`config.mk`:
```
export PLATFORM = sky130hd
export DESIGN_NAME = bitonic_sort_seq_flat
export DESIGN_NICKNAME = d
export VERILOG_FILES = /design/src/rtl/bitonic_sort_seq_if.sv /design/src/rtl/bitonic_sort_seq.sv /design/src/flat_wrapper.sv
export SDC_FILE = /design/constraint.sdc
export NUM_CORES = 1
export LEC_CHECK = 0
export CORE_ASPECT_RATIO = 1.2
export CORE_MARGIN = 1
export CORE_UTILIZATION = 58
export CTS_CLUSTER_SIZE = 24
export DETAILED_ROUTE_END_ITERATION = 10
export PLACE_DENSITY_LB_ADDON = 0.15
export SLEW_MARGIN = 20
export SYNTH_ARGS = -nofsm -noshare
export SYNTH_HDL_FRONTEND = slang
export SYNTH_SLANG_ARGS = --single-unit
```
`constraint.sdc`:
```
create_clock -name clk -period 5.17 [get_ports clk]
set_clock_uncertainty 0.2 [all_clocks]
set_input_delay 1.2925 -clock clk [delete_from_list [all_inputs] [get_ports clk]]
set_output_delay 1.2925 -clock clk [all_outputs]
set_load 0.01 [all_outputs]
```
`src/rtl/bitonic_sort_seq_if.sv`:
```
// Valid/ready job interface for bitonic_sort_seq: one K x W-bit array in,
// the sorted array (plus adjacent-duplicate flags) out.
interface bitonic_sort_seq_if #(
  parameter int unsigned W = 3,
  parameter int unsigned K = 8
);
  logic             in_valid;
  logic             in_ready;
  logic [W*K-1:0]   in_array;
  logic             in_dir;
  logic             out_valid;
  logic             out_ready;
  logic [W*K-1:0]   out_array;
  logic [K-2:0]     out_dup;

  // Job source / result sink side
  modport master (
    output in_valid, in_array, in_dir, out_ready,
    input  in_ready, out_valid, out_array, out_dup
  );

  // Sorter side
  modport slave (
    input  in_valid, in_array, in_dir, out_ready,
    output in_ready, out_valid, out_array, out_dup
  );
endinterface

```
`src/rtl/bitonic_sort_seq.sv`:
```
// Sequential bitonic sorter: accepts one K-entry array per job, applies one
// compare-exchange stage per clock with K/2 comparators, then holds the
// result until the downstream handshake completes.
// Optional feature macro: PSI_DUP_FLAG_EN (adjacent-duplicate flags on out_dup).
module bitonic_sort_seq #(
  parameter int unsigned W = 3,
  parameter int unsigned K = 8
) (
  input  logic               clk,
  input  logic               rst,
  bitonic_sort_seq_if.slave  bus
);

  localparam int unsigned L  = $clog2(K);
  localparam int unsigned S  = L * (L + 1) / 2;
  localparam int unsigned SW = $clog2(S + 1);
  localparam int unsigned LW = $clog2(L + 1);

  typedef enum logic [1:0] {
    IDLE = 2'd0,
    SORT = 2'd1,
    DONE = 2'd2
  } state_e;

  state_e          state_q, state_d;
  logic [W-1:0]    data_q [K];
  logic [W-1:0]    data_d [K];
  logic [W-1:0]    staged_c [K];
  logic            dir_q, dir_d;
  logic [SW-1:0]   stage_q, stage_d;
  // log2 of the current (k, j) pair of the stage being applied
  logic [LW-1:0]   k_log_q, k_log_d;
  logic [LW-1:0]   j_log_q, j_log_d;
  logic            in_ready_q, in_ready_d;
  logic            out_valid_q, out_valid_d;

  logic [W-1:0]    cx_a, cx_b;
  logic            cx_asc;

  // One bitonic compare-exchange stage on the data register
  always_comb begin
    cx_a   = '0;
    cx_b   = '0;
    cx_asc = 1'b0;
    for (int i = 0; i < K; i++) staged_c[i] = data_q[i];
    for (int jj = 0; jj < L; jj++) begin
      if (j_log_q == LW'(jj)) begin
        for (int i = 0; i < K; i++) begin
          if (((i >> jj) & 1) == 0) begin
            cx_a   = data_q[i];
            cx_b   = data_q[i + (1 << jj)];
            cx_asc = ((((i >> k_log_q) & 1) == 0) ? 1'b1 : 1'b0) ^ dir_q;
            // Equal pairs never swap: strict comparisons only
            if (cx_asc ? (cx_a > cx_b) : (cx_a < cx_b)) begin
              staged_c[i]             = cx_b;
              staged_c[i + (1 << jj)] = cx_a;
            end
          end
        end
      end
    end
  end

  // Next-state and next-register logic
  always_comb begin
    state_d = state_q;
    data_d  = data_q;
    dir_d   = dir_q;
    stage_d = stage_q;
    k_log_d = k_log_q;
    j_log_d = j_log_q;
    unique case (state_q)
      IDLE: begin
        if (bus.in_valid && in_ready_q) begin
          for (int e = 0; e < K; e++) data_d[e] = bus.in_array[W*(K-e)-1 -: W];
          dir_d   = bus.in_dir;
          stage_d = '0;
          k_log_d = LW'(1);
          j_log_d = '0;
          state_d = SORT;
        end
      end
      SORT: begin
        data_d  = staged_c;
        stage_d = stage_q + SW'(1);
        if (stage_q == SW'(S - 1)) begin
          state_d = DONE;
        end else if (j_log_q == '0) begin
          // Next k doubles; its first j is k/2, i.e. log2 equals the old k
          k_log_d = k_log_q + LW'(1);
          j_log_d = k_log_q;
        end else begin
          j_log_d = j_log_q - LW'(1);
        end
      end
      DONE: begin
        if (bus.out_ready) state_d = IDLE;
      end
      default: state_d = IDLE;
    endcase
    in_ready_d  = (state_d == IDLE);
    out_valid_d = (state_d == DONE);
  end

  // State and datapath registers
  always_ff @(posedge clk or negedge rst) begin
    if (!rst) begin
      state_q     <= IDLE;
      for (int e = 0; e < K; e++) data_q[e] <= '0;
      dir_q       <= 1'b0;
      stage_q     <= '0;
      k_log_q     <= '0;
      j_log_q     <= '0;
      in_ready_q  <= 1'b1;
      out_valid_q <= 1'b0;
    end else begin
      state_q     <= state_d;
      data_q      <= data_d;
      dir_q       <= dir_d;
      stage_q     <= stage_d;
      k_log_q     <= k_log_d;
      j_log_q     <= j_log_d;
      in_ready_q  <= in_ready_d;
      out_valid_q <= out_valid_d;
    end
  end

  assign bus.in_ready  = in_ready_q;
  assign bus.out_valid = out_valid_q;

  // Result array straight from the data register
  for (genvar e = 0; e < K; e++) begin : g_out
    assign bus.out_array[W*(K-e)-1 -: W] = data_q[e];
  end

`ifdef PSI_DUP_FLAG_EN
  // Adjacent-equal flags on the sorted array, visible only with a result
  always_comb begin
    for (int i = 0; i < K - 1; i++) begin
      bus.out_dup[i] = out_valid_q && (data_q[i] == data_q[i+1]);
    end
  end
`else
  assign bus.out_dup = '0;
`endif

endmodule

```
`src/flat_wrapper.sv`:
```
// flat-port wrapper written by rule: the top's interface ports become plain ports
module bitonic_sort_seq_flat 
#(
  parameter int unsigned W = 3,
  parameter int unsigned K = 8
)
  (clk, rst, bus_in_valid, bus_in_array, bus_in_dir, bus_out_ready, bus_in_ready, bus_out_valid, bus_out_array, bus_out_dup);
  bitonic_sort_seq_if #(.W(W), .K(K)) bus_i ();
  input  logic clk;
  input  logic rst;
  input wire logic [$bits(bus_i.in_valid)-1:0] bus_in_valid;
  input wire logic [$bits(bus_i.in_array)-1:0] bus_in_array;
  input wire logic [$bits(bus_i.in_dir)-1:0] bus_in_dir;
  input wire logic [$bits(bus_i.out_ready)-1:0] bus_out_ready;
  output wire logic [$bits(bus_i.in_ready)-1:0] bus_in_ready;
  output wire logic [$bits(bus_i.out_valid)-1:0] bus_out_valid;
  output wire logic [$bits(bus_i.out_array)-1:0] bus_out_array;
  output wire logic [$bits(bus_i.out_dup)-1:0] bus_out_dup;
  assign bus_i.in_valid = bus_in_valid;
  assign bus_i.in_array = bus_in_array;
  assign bus_i.in_dir = bus_in_dir;
  assign bus_i.out_ready = bus_out_ready;
  assign bus_in_ready = bus_i.in_ready;
  assign bus_out_valid = bus_i.out_valid;
  assign bus_out_array = bus_i.out_array;
  assign bus_out_dup = bus_i.out_dup;
  bitonic_sort_seq #(.W(W), .K(K)) u_core (.clk(clk), .rst(rst), .bus(bus_i));
endmodule
```
Yosys cells after proc, flatten, opt, wreduce, memory -nomap -nowiden
Index checks and enable logic that the tools add are counted.
{"block": "op_classes", "add_sub_neg": 3, "shifts": 7, "eq_ne": 9, "muxes": 58, "n_bitwise": 7, "reduce_logical": 16, "order_cmp": 24}
{"cell": "logical NOT 32 bit", "n": 7}
{"cell": "2-to-1 mux 24 bit", "n": 4}
{"cell": "2-to-1 mux 3 bit", "n": 17}
{"cell": "case mux 24 bit (2 select lines)", "n": 1}
{"cell": "> comparator 3 bit", "n": 12}
{"cell": "< comparator 3 bit", "n": 12}
{"cell": "2-to-1 mux 6 bit", "n": 4}
{"cell": "2-to-1 mux 1 bit", "n": 19}
{"cell": "2-to-1 mux 2 bit", "n": 9}
{"cell": "right shift 3 x 2 -> 1 bit (first input constant)", "n": 3}
{"cell": "case mux 2 bit (2 select lines)", "n": 2}
{"cell": "bitwise XOR 1 bit", "n": 7}
{"cell": "== test 2 bit (second input constant)", "n": 3}
{"cell": "logical NOT 2 bit", "n": 3}
{"cell": "case mux 2 bit (3 select lines)", "n": 1}
{"cell": "case mux 3 bit (2 select lines)", "n": 1}
{"cell": "== test 2 x 1 -> 1 bit (second input constant)", "n": 2}
{"cell": "!= test 2 x 1 -> 1 bit (second input constant)", "n": 2}
{"cell": "AND reduction 2 bit", "n": 2}
{"cell": "AND reduction 4 bit", "n": 1}
{"cell": "right shift 1 x 2 -> 1 bit (first input constant)", "n": 2}
{"cell": "right shift 2 x 2 -> 1 bit (first input constant)", "n": 2}
{"cell": "adder 3 x 1 -> 3 bit (second input constant)", "n": 1}
{"cell": "== test 3 bit (second input constant)", "n": 1}
{"cell": "6 further kinds", "n": 6}
{"block": "word_totals", "input_bits": 29, "out_inout_bits": 33, "register_bits": 36, "word_cells": 139}

Longest topological paths before layout
{"block": "depth", "ltp_word": 12, "depth_mapped": 9, "ltp_nobuf": 8}

Worst setup path before layout
OpenSTA, ideal clock, no wires.
{"block": "synth_timing", "path_type": "input-to-reg", "start": "input bus_in_valid", "end": "register u_core.data_q (netlist bit u_core.bus.out_array[13])", "stages": 6, "arrival_time_ns": 2.351, "slack_ns": 2.525, "setup_time_ns": 0.094, "n_path_buf": 2, "t_required_ns": 4.876, "path_cell_list": "a21oi_1 or2_2 clkbuf_1 clkbuf_1 nor3_1 a221oi_2"}
{"block": "synth_between", "elab_chain_cells": 3}
{"element": "start: declaration", "line": "flat_wrapper.sv:11", "text": "input wire logic [$bits(bus_i.in_valid)-1:0] bus_in_valid;"}
{"element": "logical AND 1 bit", "line": "bitonic_sort_seq.sv:74", "text": "if (bus.in_valid && in_ready_q) begin"}
{"element": "!= test 2 x 1 -> 1 bit (no source line)"}
{"element": "AND reduction 2 bit (no source line)"}
{"element": "end signal: assignment", "line": "bitonic_sort_seq.sv:118", "text": "data_q <= data_d;"}
{"element": "end: declaration", "line": "bitonic_sort_seq.sv:26", "text": "logic [W-1:0] data_q [K];"}
Every way passes these cells.
A chain may end at the register's enable or synchronous reset.

Final worst setup path
{"block": "layout_timing", "start": "input bus_in_valid", "end": "register u_core.j_log_q[1]"}
{"block": "layout_between", "elab_chain_cells": 3}
{"element": "logical AND 1 bit", "line": "bitonic_sort_seq.sv:74"}
{"element": "!= test 2 x 1 -> 1 bit (no source line)"}
{"element": "AND reduction 3 bit (no source line)"}
{"element": "end signal: assignment", "line": "bitonic_sort_seq.sv:122", "text": "j_log_q <= j_log_d;"}
{"element": "end: declaration", "line": "bitonic_sort_seq.sv:33", "text": "logic [LW-1:0] j_log_q, j_log_d;"}
Every way passes these cells.

==> impl_results.md <==
* Status: finished, final reports clean
* Unrepaired setup endpoints after global routing: no
* I/O pin cnt at 62
* P_int at 1.708 mW
* Total number of vias at 3487
* Final Setup Violations at 0
* Setup TNS at 0 ns
* FF+latch count, synth at 36
* MaxCap Viol Count at 0
* # diodes at 0
* Clock Latency Late Sink at roughly 0.3 ns
* Routed len/inst at 19.34 um
* Sw frac at 0.5095
* Gpl congestion at 0.8750
* CP max FO at 20
* Total power at 3.483 mW
* Crit Reg-Reg Endpoint: u_core.bus.out_array[12]
* Die outline area at between 6000 and 7000 um2
* Most common cell after layout, fill and taps aside: clkdlybuf4s50_1
* Total track usage at 0.3518
* Vias/cell at 6.506
* Final period utilization at 0.6282
* Yosys Warn Count at 0
* Share of cells above drive strength 1 at 0.1009
* Worst r2r path cells at 8
* Hold_buf cts at 0
* Fillers at 483
* Pin count of the biggest net entering global routing at 37
* Setup Fix Bufs, Post-CTS at 0
* GRT Residual Overflow at 0
* RR Startpoint: u_core.bus.out_array[14]
* Drt drc at 0
* Worst EP required at 5.16 ns
* Hold depth at 1
* CTS resizes at 0
* Worst slew pin tran at 1.089 ns
* Rows at 30
* # port buffers at 54
* Nets at 525
* Leak at 1.922 nW
* Top area cells in the synthesized netlist: dfrtp_1 25%, ha_1 15%, a21oi_1 7.5%
* Worst Hold Class: reg2reg
* Clk pwr share at 0.061
* Area of the multi-input gates at 2345 um2
* Pwr dens at around 850 nW/um2
* Critical Path Source Type: input port
* Avg Cell Area, Syn at 8.484 um2
* Final Max Slew Viols at 0
* Comb pwr share at 0.728
* Number of global-route vias before repair at 3385
* Die Height at 86.94 um
* First-pass GRT wire length at 16.74 mm
* Hold path endpoint: u_core.stage_q[0]
* Root buffer cell: clkbuf_8
* DRT Pass-1 Iters at 6
* Die width at 72.78 um
* Hold Vio Cnt, Final at 0
* Yosys top cell area share at 0.2512
* Clk buf depth at 2
* Core area at 5743 um2
* Layout area overhead at 17.29%
* ANT nets after route at 0
* Initial antenna violation count at 0
* Crit Path Class: in2reg
* Internal reg-to-reg setup slack at ~2.3 ns
* Sequential Power Share at 0.211
* Initial DRC count at about 310
* Max_slew headroom at 0.2728
* Count of cell types in the netlist at 53
* Switching power at 1.774 mW
* Minimum clock period at roughly 3.2 ns
* Area leader, netlist: dfrtp_1
* Dpl hpwl at 7.493 mm
* VDD IR-drop max at 0.6624 mV
* Reg clk slew, reported paths at about 0.08 ns
* Critical Path Sink Type: register
* WL final at 10.37 mm
* Sequential area share after synthesis at 0.2587
* Cts bufs inserted at 5
* Asr flop ratio synth at 1.000
* Commonest non-fill, non-tap cells in the layout: 53 x clkdlybuf4s50_1, 52 x a21oi_1, 41 x ha_1
* CTS H-tree depth at 2
* Top_reg_cell synth: dfrtp_1
* Post-synth EDFFs at 0
* Worst hold start: u_core.stage_q[0]
* Post-Syn Area at roughly 3500 um2
* WP data arrival at 3.24 ns
* Fmax at slightly above 300 MHz
* Clk sink count at 36
* Mapped Cells at about 410
* Initial core utilization at 0.6072
* CTS tree: yes
* Register area at about 900 um2
[registers in the layout, summed over array words and instances (netlist names)]
register              cells
u_core.k_log_q            2
u_core.bus.out_array     24
u_core.bus.in_ready       1
u_core.bus.out_valid      1
u_core.dir_q              1
u_core.j_log_q            2
u_core.stage_q            3
u_core.state_q            2
[cells by family (layout without fill, tap and decap cells)]
family	after synthesis	in the layout	share of synthesized area
AOI/OAI and AO/OA	157	157	0.3014
and+or+nand+nor	103	103	0.1557
buffers and inverters	53	92	0.07535
adders and majority gates	41	41	0.1471
DFF	36	36	0.2587
muxes	15	15	0.04377
xor gates and xnor gates	5	5	0.01687
other	1	7	0.001075
[final cells by class]
class / instances / area share
clock inverter: 3 / 0.004589
sequential: 36 / 0.2206
tap: 80 / 0.02447
inverter: 28 / 0.02570
multi-input combinational: 328 / 0.5733
timing repair buffer: 56 / 0.1346
clock buffer: 5 / 0.01682
[power by group through the flow]
stage / Combinational [mW] / Sequential [mW] / Clock (mW)
after floorplan: 1.92 / 0.641 / 0
after global placement: 2.40 / 0.722 / 0
after detailed placement: 2.49 / 0.726 / 0
after CTS: 2.51 / 0.720 / 0.211
after global routing: 2.81 / 0.747 / 0.222
final: 2.54 / 0.736 / 0.211
[synthesized netlist by cell type (all sizes together), types with 10 or more instances]
| library cell | n |
|---|---|
| mux2i | 13 |
| inv | 28 |
| nor2 | 32 |
| ha | 41 |
| a211o | 15 |
| o22ai | 21 |
| and3 | 10 |
| dfrtp | 35 |
| a21oi | 56 |
| buf | 12 |
| clkbuf | 13 |
| o21ai | 24 |
| nand2 | 21 |
[critical path, stage by stage]
cell and delay, ns:
clkdlybuf4s50_1 0.47, nand2_1 0.06, or3_1 0.66, a31oi_1 0.46
nand2_1 0.10, a22o_1 0.19
[metal layers]
layer | GRT usage | share of wire | up-vias
met2 | 0.6066 | 0.50 | 162
met4 | 0.1711 | 0.037 | 0
li1 | - | - | 1597
met3 | 0.04630 | 0.066 | 38
met5 | 0 | 0 | -
met1 | 0.4301 | 0.40 | 1690
[worst max-delay path by stage]
stage,end,depth (start not counted),slack (ns),startpoint
2_1_floorplan,u_core.bus.out_array[13],6,2.52,bus_in_valid
3_3_place_gp,u_core.j_log_q[1],6,1.74,bus_in_valid
3_5_place_dp,u_core.j_log_q[1],6,1.70,bus_in_valid
4_1_cts,u_core.j_log_q[1],6,2.00,bus_in_valid
5_1_grt,u_core.j_log_q[1],6,1.81,bus_in_valid
6_report,u_core.j_log_q[1],6,1.92,bus_in_valid
[metrics by stage]
step | cell area (um2) | std cells | hold WS [ns] | util | worst slack, ns
after floorplan | 3510 | 417 | 0.2798 | - | 2.525
after global placement | 4003 | 528 | 0.3240 | 0.6970 | 1.736
after detailed placement | 4003 | 528 | 0.3352 | 0.6970 | 1.695
after CTS | 4090 | 536 | 0.3477 | 0.7122 | 2.002
after global routing | 4090 | 536 | 0.3969 | 0.7122 | 1.809
final | 4090 | 536 | 0.3458 | 0.7122 | 1.922
(Power assumes the default switching activity.)
